===== config.mk =====
export PLATFORM = sky130hd
export DESIGN_NAME = lsu_writeback
export DESIGN_NICKNAME = d
export VERILOG_FILES = /design/src/rtl/rv32i_pkg.sv /design/src/rtl/lsu_align.sv /design/src/rtl/lsu_writeback.sv
export SDC_FILE = /design/constraint.sdc
export NUM_CORES = 1
export LEC_CHECK = 0
export ABC_AREA = 1
export BUFFER_PORTS_ARGS = -buffer_cell sky130_fd_sc_hd__buf_4
export CORE_ASPECT_RATIO = 0.6
export CORE_MARGIN = 5
export CORE_UTILIZATION = 57
export DETAILED_ROUTE_END_ITERATION = 10
export PLACE_DENSITY = 0.87
export SLEW_MARGIN = 15
export SYNTH_ARGS = -nofsm -noshare
export SYNTH_HDL_FRONTEND = slang
export SYNTH_SLANG_ARGS = --single-unit
export TNS_END_PERCENT = 1

===== constraint.sdc =====
create_clock -name clk -period 5.55 [get_ports clk]
set_input_delay 1.11 -clock clk [delete_from_list [all_inputs] [get_ports clk]]
set_output_delay 1.11 -clock clk [all_outputs]
set_load 0.1 [all_outputs]

===== src/rtl/rv32i_pkg.sv =====
// Shared RV32I load/store definitions: funct3 width codes, LSU state encoding,
// exception cause codes and the legality/alignment helpers used at issue.
package rv32i_pkg;

  localparam logic [2:0] F3_B  = 3'b000;
  localparam logic [2:0] F3_H  = 3'b001;
  localparam logic [2:0] F3_W  = 3'b010;
  localparam logic [2:0] F3_BU = 3'b100;
  localparam logic [2:0] F3_HU = 3'b101;

  typedef enum logic [1:0] {
    ST_IDLE = 2'd0,
    ST_REQ  = 2'd1,
    ST_WB   = 2'd2,
    ST_EXC  = 2'd3
  } lsu_state_e;

  typedef enum logic [1:0] {
    EXC_NONE     = 2'b00,
    EXC_MISALIGN = 2'b01,
    EXC_ILLEGAL  = 2'b10,
    EXC_TIMEOUT  = 2'b11
  } exc_cause_e;

  // Stores only have byte/half/word; loads add the unsigned byte/half forms.
  function automatic logic f3_legal(input logic is_store, input logic [2:0] funct3);
    if (is_store) return (funct3 == F3_B) || (funct3 == F3_H) || (funct3 == F3_W);
    return (funct3 == F3_B) || (funct3 == F3_H) || (funct3 == F3_W) ||
           (funct3 == F3_BU) || (funct3 == F3_HU);
  endfunction

  function automatic logic misaligned(input logic [2:0] funct3, input logic [1:0] lo);
    case (funct3)
      F3_H, F3_HU: return lo[0];
      F3_W:        return lo != 2'b00;
      default:     return 1'b0;
    endcase
  endfunction

endpackage


===== src/rtl/lsu_align.sv =====
// Combinational byte-lane steering: store enables/replicated data, and load
// extraction with sign or zero extension.
module lsu_align
  import rv32i_pkg::*;
(
  input  logic [2:0]  funct3,
  input  logic [1:0]  offs,
  input  logic [31:0] store_data,
  input  logic [31:0] rdata,
  output logic [3:0]  be,
  output logic [31:0] wdata,
  output logic [31:0] load_data
);

  logic [31:0] shifted;

  assign shifted = rdata >> {offs, 3'b000};

  // NOTE: every always_comb output gets a default first so no path can infer a latch.
  always_comb begin
    be        = 4'b1111;
    wdata     = store_data;
    load_data = shifted;
    case (funct3)
      F3_B: begin
        be        = 4'b0001 << offs;
        wdata     = {4{store_data[7:0]}};
        load_data = {{24{shifted[7]}}, shifted[7:0]};
      end
      F3_H: begin
        be        = offs[1] ? 4'b1100 : 4'b0011;
        wdata     = {2{store_data[15:0]}};
        load_data = {{16{shifted[15]}}, shifted[15:0]};
      end
      F3_BU:   load_data = {24'd0, shifted[7:0]};
      F3_HU:   load_data = {16'd0, shifted[15:0]};
      default: ;
    endcase
  end

endmodule


===== src/rtl/lsu_writeback.sv =====
// Load/store unit plus write-back: issue checks, data-memory handshake with
// bus timeout, and the register-file write port.
module lsu_writeback
  import rv32i_pkg::*;
#(
  parameter int TIMEOUT = 16
) (
  input  logic        clk,
  input  logic        rst,
  input  logic        start,
  input  logic        is_store,
  input  logic [2:0]  funct3,
  input  logic [31:0] base,
  input  logic [31:0] offset,
  input  logic [31:0] store_data,
  input  logic [4:0]  rd,
  output logic        busy,
  output logic        done,
  output logic        exc,
  output logic [1:0]  exc_cause,
  output logic        mem_req,
  output logic        mem_we,
  output logic [31:0] mem_addr,
  output logic [3:0]  mem_be,
  output logic [31:0] mem_wdata,
  input  logic        mem_ready,
  input  logic [31:0] mem_rdata,
  output logic        rf_we,
  output logic [4:0]  rf_a3,
  output logic [31:0] rf_wd
);

  lsu_state_e  state_q, state_d;
  exc_cause_e  cause_q, cause_d;
  logic [7:0]  cnt_q;
  logic [31:0] addr_q, sd_q, ld_q;
  logic [2:0]  f3_q;
  logic        st_q;
  logic [4:0]  rd_q;
  logic [31:0] addr_in;
  logic [3:0]  lane_be;
  logic [31:0] lane_wdata, load_data;

  assign addr_in = base + offset;

  lsu_align u_align (
    .funct3     (f3_q),
    .offs       (addr_q[1:0]),
    .store_data (sd_q),
    .rdata      (mem_rdata),
    .be         (lane_be),
    .wdata      (lane_wdata),
    .load_data  (load_data)
  );

  always_comb begin
    state_d = state_q;
    cause_d = cause_q;
    case (state_q)
      ST_IDLE: begin
        if (start) begin
          if (!f3_legal(is_store, funct3)) begin
            state_d = ST_EXC;
            cause_d = EXC_ILLEGAL;
          end else if (misaligned(funct3, addr_in[1:0])) begin
            state_d = ST_EXC;
            cause_d = EXC_MISALIGN;
          end else begin
            state_d = ST_REQ;
          end
        end
      end
      ST_REQ: begin
        if (mem_ready) begin
          state_d = ST_WB;
        end else if (cnt_q == 8'(TIMEOUT - 1)) begin
          state_d = ST_EXC;
          cause_d = EXC_TIMEOUT;
        end
      end
      default: state_d = ST_IDLE;
    endcase
  end

  // NOTE: sequential state uses non-blocking assignments so every register samples pre-edge values.
  always_ff @(posedge clk) begin
    if (rst) begin
      state_q <= ST_IDLE;
      cause_q <= EXC_NONE;
      cnt_q   <= 8'd0;
      addr_q  <= 32'd0;
      sd_q    <= 32'd0;
      ld_q    <= 32'd0;
      f3_q    <= 3'd0;
      st_q    <= 1'b0;
      rd_q    <= 5'd0;
    end else begin
      state_q <= state_d;
      cause_q <= cause_d;
      if (state_q == ST_IDLE && start) begin
        addr_q <= addr_in;
        sd_q   <= store_data;
        f3_q   <= funct3;
        st_q   <= is_store;
        rd_q   <= rd;
      end
      // Counts only stalled REQ cycles; any other state leaves it cleared.
      if (state_q == ST_REQ && !mem_ready) cnt_q <= cnt_q + 8'd1;
      else                                 cnt_q <= 8'd0;
      if (state_q == ST_REQ && mem_ready) ld_q <= load_data;
    end
  end

  assign busy      = state_q != ST_IDLE;
  assign done      = state_q == ST_WB;
  assign exc       = state_q == ST_EXC;
  assign exc_cause = exc ? cause_q : EXC_NONE;

  assign mem_req   = state_q == ST_REQ;
  assign mem_we    = mem_req & st_q;
  assign mem_addr  = mem_req ? {addr_q[31:2], 2'b00} : 32'd0;
  assign mem_be    = mem_req ? (st_q ? lane_be : 4'b1111) : 4'b0000;
  assign mem_wdata = (mem_req && st_q) ? lane_wdata : 32'd0;

  assign rf_we     = done & ~st_q & (rd_q != 5'd0);
  assign rf_a3     = rf_we ? rd_q : 5'd0;
  assign rf_wd     = rf_we ? ld_q : 32'd0;

endmodule

* After elaboration in Yosys (flattened, before gate mapping)
Cells that the tools add are included.
** Word-level totals
- Register bits after elaboration :: 117
- Bits of input ports :: 141
- Word-level logic and storage cells :: 87
- Output and inout bits :: 113
** Operators by class
- $add $sub $neg :: 2
- Shift operators :: 2
- Mux-type cells :: 33
- Eq/ne operators :: 16
- Reduce and logical (&&, ||, !) cells :: 20
- Bitwise operators :: 5
** Operators with widths (number)
- 32-bit case mux with 4 select lines :: 1
- 32-bit two-way mux :: 3
- 32-bit case mux with 2 select lines :: 1
- 32-bit adder :: 1
- 32-bit by 5-bit >> shifter with 32-bit output :: 1
- 2-bit two-way mux :: 10
- 3-bit equality test, second input constant :: 4
- 4-bit two-way mux :: 3
- 1-bit two-way mux :: 10
- 8-bit by 1-bit adder with 8-bit output, second input constant :: 1
- 8-bit by 4-bit equality test with 1-bit output, second input constant :: 1
- 2-bit case mux with 2 select lines :: 2
- 4-bit case mux with 2 select lines :: 1
- 3-bit by 1-bit equality test with 1-bit output, second input constant :: 2
- 3-bit logical NOT :: 2
- 2-bit nonzero test :: 3
- 5-bit two-way mux :: 1
- 5-bit AND reduction :: 1
- 5-bit nonzero test :: 1
- 2-bit equality test, second input constant :: 2
- 1-bit logical AND :: 4
- 1-bit logical OR :: 4
- 2-bit inequality test, second input constant :: 2
- 2-bit OR reduction :: 2
- 12 further kinds :: 15

* Longest topological paths before layout
Gate-level depths: netlist of the first run.
- Depth after elaboration :: 15
- Depth in mapped cells :: 13
- Mapped depth without buffers :: 13

* Modules after synthesis
Synthesis of the first run repeated with hierarchy kept, for this count alone.
** Second synthesis, totals
- Cells, all modules :: 1484
- Area total of the unflattened synthesis :: 8658.3 µm²
** By module, submodules not included
- lsu_writeback :: area an instance 7394.6 µm², cells an instance 1251, times used 1
- lsu_align :: area an instance 1263.7 µm², cells an instance 233, times used 1

* Worst setup path after synthesis of the first run
No wires, ideal clock.
- Path type :: flip-flop to output port
- Start :: reg state_q[1]
- End :: out rf_wd[22]
- Stages on the path, launching flop included :: 8
- Path buffers :: 1
- Slack :: 0.740 ns
- Arrival :: 3.700 ns
- Cell sequence :: dfxtp_1 -> inv_1 -> nor2_1 -> nand2_1 -> inv_1 -> nand2_1 -> buf_2 -> nor2_1
** Between the ends
- Word-level cells in the longest chain between the ends :: 4
** Ends and longest elaborated chain
- from (decl) :: RTL line lsu_writeback.sv:33 : lsu_state_e state_q, state_d;
- from (signal assigned) :: RTL line lsu_writeback.sv:98 : state_q <= state_d;
- 2-bit equality test :: RTL line lsu_writeback.sv:115 : assign done = state_q == ST_WB;
- via done :: RTL line lsu_writeback.sv:18 : output logic done,
- 1-bit AND (2 in a row) :: RTL line lsu_writeback.sv:125 : assign rf_we = done & ~st_q & (rd_q != 5'd0);
- 32-bit two-way mux :: RTL line lsu_writeback.sv:127 : assign rf_wd = rf_we ? ld_q : 32'd0;
- to (decl) :: RTL line lsu_writeback.sv:30 : output logic [31:0] rf_wd
The timed path passes the listed nets, and every way through them passes these cells.

* Final worst setup path of the first run
- Start :: reg state_q[1]
- End :: out rf_wd[6]
** Between the ends
- Word-level cells in the longest chain between the ends :: 4
** Ends and longest elaborated chain (RTL line)
- 2-bit equality test :: lsu_writeback.sv:115
- 1-bit AND (2 in a row) :: lsu_writeback.sv:125
- 32-bit two-way mux :: lsu_writeback.sv:127
Every way passes these cells.

==> qor.txt, run 1 <==
RSZ-0062 raised after global routing: no
Synth Area per Inst: 5.87 um^2
final worst slack: 1.82 ns
Core Util, Final: 0.753
antenna violations before repair: 0
TNS Setup: 0 ns
r2r worst-path depth: 9
number of CTS-inserted buffers: 17
Worst Clk Skew: 0.00961 ns
Fin. Hold Viols: 0
worst skew pair latency: 0.41 ns
Yosys reg bits: 117
global route total overflow: 0
Cell variety after synth: 42
Worst VDD drop: 0.172 mV
Slew HR: 0.266
CTS tree: yes
pre-CTS setup slack: 2.29 ns
dpl hpwl: 21300 um
Power Density: 289 mW/mm^2
GRT Util Overall: 0.307
Synth Warn #: 0
Die Width: 166 um
CP max FO: 35
first-pass GRT wire length: 44200 um
post-CTS sizing: 0
DR WL/cell: 15.0 um
Root Driver: clkbuf_16
synthesized cell area: 0.00833 mm^2
initial DRC count: 1053
Finished Cell Area: 0.0109 mm^2
full die area: 0.0172 mm^2
Crit path required time: 4.44 ns
maxcap violations: 0
Remaining DRCs: 0
Min-Delay Path Depth: 1
Worst-path clk slew: 0.06 ns
Slew Viols, Final: 0
Mapped Cells: 1420
ANT nets after route: 0
Core Rows: 34
FFs w/ async S/R, synth: 0
ys flop type: dfxtp_1
Port Buffers: 251
Static Leak: 5.96 nW
Worst Setup Path Type: flop to output pin
CP max stage cell: nand2_1
Design Power: 3.14 mW
DR vias/cell: 5.22
CP Launch Type: flop
# Post-CTS Setup Buffers: 0
Num Clock Sinks: 117
number of diodes: 0
Layout Nets: 1816
final setup fails: 0
critical path, cell by cell: inv_1 > nor2_1 > nand2_1 > inv_1 > nand2_1 > nor2_1 > buf_4
crit-path max cell delay: 0.60 ns
starting density of the core: 0.578
first drt pass iteration count: 6
hold buffers post-CTS: 0
H-Tree Depth: 4
Hold Crit Class: flop to flop
Max Root-Sink Buffers: 2
Critical Path AT: 2.62 ns
largest net degree at the start of global routing: 80
I/O pin count: 254
Max Fclk: 0.268 GHz
Die Y: 104 um
routability cong.: 0.962
vias in the first global route: 8802
Seq/Total Area, Yosys: 0.281
min Tclk post-route: 3.73 ns
count of flip-flops with a built-in enable after synthesis: 0
P&R area growth vs syn: 30.3%
layout cells sized above 1: 0.198
Worst-Margin Slew: 1.10 ns
CP endpoint kind: output pin
Post-DP Area: 0.0102 mm^2
run status: finished clean
final worst path period share: 0.671
core area: 0.0144 mm^2
DRT Wirelength: 27800 um
total number of vias: 9680
[stage by stage]
stage	hold WS (ns)	instances
after floorplan	0.418	1421
after global placement	0.432	1821
after detailed placement	0.450	1821
after CTS	0.463	1853
after global routing	0.506	1853
final	0.461	1853
[synthesized netlist by cell type, types with 2 or more instances]
library cell	count	area share
o221ai_1	10	0.011
nor2_4	4	0.0054
o21ai_0	89	0.053
xor2_1	11	0.012
o21ai_1	9	0.0054
nand2_2	2	0.0015
nor3_1	9	0.0054
buf_6	2	0.0027
nand2_1	341	0.15
inv_4	2	0.0015
inv_2	18	0.0081
a21oi_1	102	0.061
nand4_1	6	0.0045
o211ai_1	15	0.014
nor2_1	227	0.10
and2_1	4	0.0030
clkbuf_1	25	0.011
dfxtp_1	117	0.28
inv_1	271	0.12
a31oi_1	2	0.0015
ha_1	32	0.048
buf_2	18	0.011
o211ai_2	8	0.012
xnor2_1	3	0.0032
buf_1	3	0.0014
buf_4	5	0.0045
o31ai_1	8	0.0072
nand3_1	63	0.038
[final cells by class]
type	count	area [um^2]
multi-input cells	960	4640
fillers	1202	3560
flip-flops and latches	117	2340
repair buffers	255	1910
inverters	291	1100
clock buffers	17	425
well taps	198	248
clock inverters	15	193
[where the power goes]
part	internal (mW)	switching (mW)	total [mW]	leakage, nW
clock network	0.718	0.431	1.15	0.301
logic	0.290	0.715	1.00	4.70
registers	0.926	0.0543	0.981	0.963
total	1.93	1.20	3.14	5.96
[path summary, 6_finish.rpt]
path,from,endpoint,slack (ns)
max,state_q[1],rf_wd[6],1.82
min,cnt_q[0],cnt_q[0],0.46
max reg2reg,addr_q[1],ld_q[21],2.99
min reg2reg,cnt_q[0],cnt_q[0],0.46
[metal layers]
layer / share of wire / up-vias / GRT usage
met3: 0.12 / 57 / 0.0723
met4: 0.021 / 0 / 0.0812
li1: - / 4832 / -
met1: 0.45 / 4209 / 0.453
met2: 0.41 / 582 / 0.450
met5: 0 / - / 0
[state kept, by name, summed over array words and instances (netlist names)]
signal,flops
addr_q,32
ld_q,32
sd_q,32
cnt_q,8
rd_q,5
f3_q,3
cause_q,2
state_q,2
st_q,1
[critical path: cells and delay by family, from the launching register on]
kind / cells / cell delay [ns]
buf+inv: 3 / 0.48
flops: 1 / 0.44
simple gates: 4 / 1.26
[placed cells by master, fill, tap and decap left out, types with 2 or more instances in the layout]
cell and instances:
a21oi_1 102, o211ai_2 8, o21ai_0 89, o31ai_1 8
xor2_1 11, dfxtp_1 117, o221ai_1 10, and2_1 4
inv_1 270, nand2_1 341, buf_4 255, o211ai_1 15
nand3_1 63, clkbuf_16 17, bufinv_16 3, o21ai_1 9
clkinv_4 4, inv_4 2, inv_2 19, nor2_1 227
xnor2_1 3, ha_1 32, conb_1 2, inv_6 5
nor2_4 4, nand4_1 6, nand2_2 2, nor3_1 9
a31oi_1 2
[kinds of logic after synthesis]
logic type	after synthesis	synth area share
flip-flops	117	0.281
other	1	0.000450
adder cells (fa/ha/maj)	33	0.0505
XOR/XNOR	14	0.0147
AO/OA/AOI/OAI	250	0.171
buffers and inverters	344	0.162
AND/OR/NAND/NOR	661	0.320
(Power assumes the default switching activity.)
==> run 2, diff against run 1 <==
--- a/config.mk
+++ b/config.mk
@@ -5,13 +5,13 @@
 export SDC_FILE = /design/constraint.sdc
 export NUM_CORES = 1
 export LEC_CHECK = 0
-export ABC_AREA = 1
+export ABC_AREA = 0
 export BUFFER_PORTS_ARGS = -buffer_cell sky130_fd_sc_hd__buf_4
 export CORE_ASPECT_RATIO = 0.6
 export CORE_MARGIN = 5
-export CORE_UTILIZATION = 57
+export CORE_UTILIZATION = 46
 export DETAILED_ROUTE_END_ITERATION = 10
-export PLACE_DENSITY = 0.87
+export PLACE_DENSITY = 0.77
 export SLEW_MARGIN = 15
 export SYNTH_ARGS = -nofsm -noshare
 export SYNTH_HDL_FRONTEND = slang
==> constraint.sdc (replaced) <==
create_clock -name clk -period 3.3 [get_ports clk]
set_input_delay 0.66 -clock clk [delete_from_list [all_inputs] [get_ports clk]]
set_output_delay 0.66 -clock clk [all_outputs]
set_load 0.1 [all_outputs]
==> run 2 against run 1 <==
Net effect:
- setup slack lost 1.6 ns
- first-iteration DRC count decreased by 35%
- clock-buffer cell count is the same
- clock skew rose by 0.0030 ns
- critical endpoint is now mem_wdata[14]
- largest cell class unchanged
==> qor.txt, run 2 <==
DRT Wirelength: 25500 um (was 27800 um)
Critical Path AT: 2.41 ns (was 2.62 ns)
hold buffers post-CTS: 0 (unchanged)
Area contributors post-synth: dfxtp_1, nand2_1, a21oi_1, and2_1, ha_1 (was dfxtp_1, nand2_1, inv_1, nor2_1, a21oi_1)
pre-CTS setup slack: 0.403 ns (was 2.29 ns)
largest area contributor in the netlist: dfxtp_1 (unchanged)
TNS Setup: 0 ns (unchanged)
critical path's top delay family: flip-flops (was simple AND/OR/NAND/NOR gates)
Worst-path clk slew: 0.06 ns (about the same)
Levels on crit path: 4 (was 7)
Synth Warn #: 0 (unchanged)
RSZ-0062 raised after global routing: no (unchanged)
Static Leak: 4.38 nW (was 5.96 nW)
CP Launch Type: flop (unchanged)
number of CTS-inserted buffers: 17 (unchanged)
DR vias/cell: 5.60 (was 5.22)
CP max stage cell: dfxtp_1 (was nand2_1)
Min-Delay Path Depth: 2 (was 1)
full die area: 0.0188 mm^2 (was 0.0172 mm^2)
Die Y: 108 um (was 104 um)
leading cell types in the layout, fill and taps excluded: buf_4, nand2_1, a21oi_1, dfxtp_1, nor2_1 (was nand2_1, inv_1, buf_4, nor2_1, dfxtp_1)
antenna violations before repair: 0 (unchanged)
total buffers and inverters traversed by the critical path: 1 (was 3)
first-pass GRT wire length: 39400 um (was 44200 um)
most frequent cell after synthesis: nand2_1 (unchanged)
first drt pass iteration count: 5 (was 6)
Remaining DRCs: 0 (unchanged)
ANT nets after route: 0 (unchanged)
Worst VDD drop: 0.362 mV (was 0.172 mV)
I/O pin count: 254 (unchanged)
count of flip-flops with a built-in enable after synthesis: 0 (unchanged)
routability cong.: 0.940 (was 0.962)
GRT Util Overall: 0.259 (was 0.307)
final setup fails: 0 (unchanged)
worst skew pair latency: 0.41 ns (about the same)
top cell type's share of synthesized area: 0.316 (was 0.281)
most common cell after layout, fill and taps aside: buf_4 (was nand2_1)
Cell variety after synth: 63 (was 42)
vias in the first global route: 7518 (was 8802)
post-CTS sizing: 0 (unchanged)
H-Tree Depth: 4 (unchanged)
CP endpoint kind: output pin (unchanged)
Largest regs: addr_q x32, ld_q x32, sd_q x32 (unchanged)
starting density of the core: 0.475 (was 0.578)
Worst-Margin Slew: 0.769 ns (was 1.10 ns)
dpl cells: 1403 (was 1821)
top cells by count, synth: nand2_1, a21oi_1, dfxtp_1, nor2_1, and2_1 (was nand2_1, inv_1, nor2_1, dfxtp_1, a21oi_1)
CP max FO: 16 (was 35)
DR WL/cell: 17.8 um (was 15.0 um)
maxcap violations: 0 (unchanged)
Seq/Total Area, Yosys: 0.316 (was 0.281)
dpl hpwl: 19200 um (was 21300 um)
Max Root-Sink Buffers: 2 (unchanged)
final worst path period share: 0.932
initial DRC count: 685 (was 1053)
non-filler cells, final: 1434 (was 1853)
Fin. Hold Viols: 0 (unchanged)
Layout Nets: 1393 (was 1816)
Worst Clk Skew: 0.0127 ns (was 0.00961 ns)
ys flop type: dfxtp_1 (unchanged)
r2r worst-path depth: 8 (was 9)
FFs w/ async S/R, synth: 0 (unchanged)
Crit path required time: 2.64 ns (was 4.44 ns)
Slew HR: 0.487 (was 0.266)
Hold Crit Class: flop to flop (unchanged)
area of the multi-input gates: 0.00474 mm^2 (was 0.00464 mm^2)
final worst slack: 0.226 ns (was 1.82 ns)
largest net degree at the start of global routing: 48 (was 80)
Yosys reg bits: 117 (unchanged)
Port Buffers: 251 (unchanged)
total number of vias: 8036 (was 9680)
Core Util, Final: 0.640 (was 0.753)
Slew Viols, Final: 0 (unchanged)
Num Clock Sinks: 117 (unchanged)
Worst Setup Path Type: flop to output pin (unchanged)
Synth Area per Inst: 7.38 um^2 (was 5.87 um^2)
synthesized cell area: 0.00741 mm^2 (was 0.00833 mm^2)
FF+latch area: 0.00234 mm^2 (unchanged)
global route total overflow: 0 (unchanged)
Root Driver: clkbuf_16 (unchanged)
min Tclk post-route: 3.07 ns
Mapped Cells: 1004 (was 1420)
total of fill cells in the finished design: 1432 (was 1202)
layout cells sized above 1: 0.272 (was 0.198)
run status: finished clean (unchanged)
Die Width: 174 um (was 166 um)
P&R area growth vs syn: 34.6% (was 30.3%)
Core Rows: 35 (was 34)
Power Density: 478 mW/mm^2 (was 289 mW/mm^2)
crit-path max cell delay: 0.81 ns (was 0.60 ns)
number of diodes: 0 (unchanged)
core area: 0.0156 mm^2 (was 0.0144 mm^2)
Max Fclk: 0.325 GHz
CTS tree: yes (unchanged)
# Post-CTS Setup Buffers: 0 (unchanged)
critical path, cell by cell: or3_1 > nand2_1 > a21oi_1 > buf_4 (was inv_1 > nor2_1 > nand2_1 > inv_1 > nand2_1 > nor2_1 > buf_4)
[run 2: layer usage]
layer,vias up,global-route usage,routed length (um)
li1,3915,-,-
met5,-,0,0
met2,373,0.369,10600
met1,3718,0.369,11900
met4,0,0.0706,351
met3,30,0.0908,2630
[run 2: cells by family (layout without fill, tap and decap cells)]
| family | Yosys count | after routing | share of synthesized area |
|---|---|---|---|
| simple gates | 448 | 448 | 0.287 |
| compound gates | 266 | 266 | 0.219 |
| flops | 117 | 117 | 0.316 |
| buf+inv | 82 | 308 | 0.0468 |
| fa+ha+maj | 33 | 33 | 0.0567 |
| xor+xnor | 32 | 32 | 0.0378 |
| mux | 25 | 25 | 0.0353 |
| other cells | 1 | 2 | 0.000506 |
[run 2: report_power, final]
group | internal, mW | switching [mW]
clock | 1.19 | 0.697
combinational | 0.449 | 0.825
sequential | 1.53 | 0.0812
[run 2: final timing paths]
check | from | end | slack [ns]
min reg2reg | addr_q[23] | addr_q[23] | 0.45
max reg2reg | state_q[0] | ld_q[27] | 0.93
min | addr_q[23] | addr_q[23] | 0.45
max | f3_q[0] | mem_wdata[14] | 0.23
[run 2: final cells by class]
| cell class | instances | area share |
|---|---|---|
| clock inverters | 14 | 0.0179 |
| multi-input cells | 806 | 0.475 |
| well taps | 203 | 0.0255 |
| inverters | 12 | 0.00452 |
| clock buffers | 17 | 0.0427 |
| repair buffers | 265 | 0.199 |
| flip-flops and latches | 117 | 0.235 |
[run 2: through the flow]
step	power (mW)	area (um^2)	hold slack [ns]
finish	4.77	9970	0.447
CTS	4.78	9970	0.449
detailed placement	2.89	9370	0.438
global placement	2.87	9370	0.428
global route	4.99	9970	0.460
floorplan	2.50	7420	0.417
[run 2: tightest hold or removal path, stage by stage (launching register included)]
cell     delay (ns)
dfxtp_1        0.32
nand2_1        0.04
o21ai_0        0.05
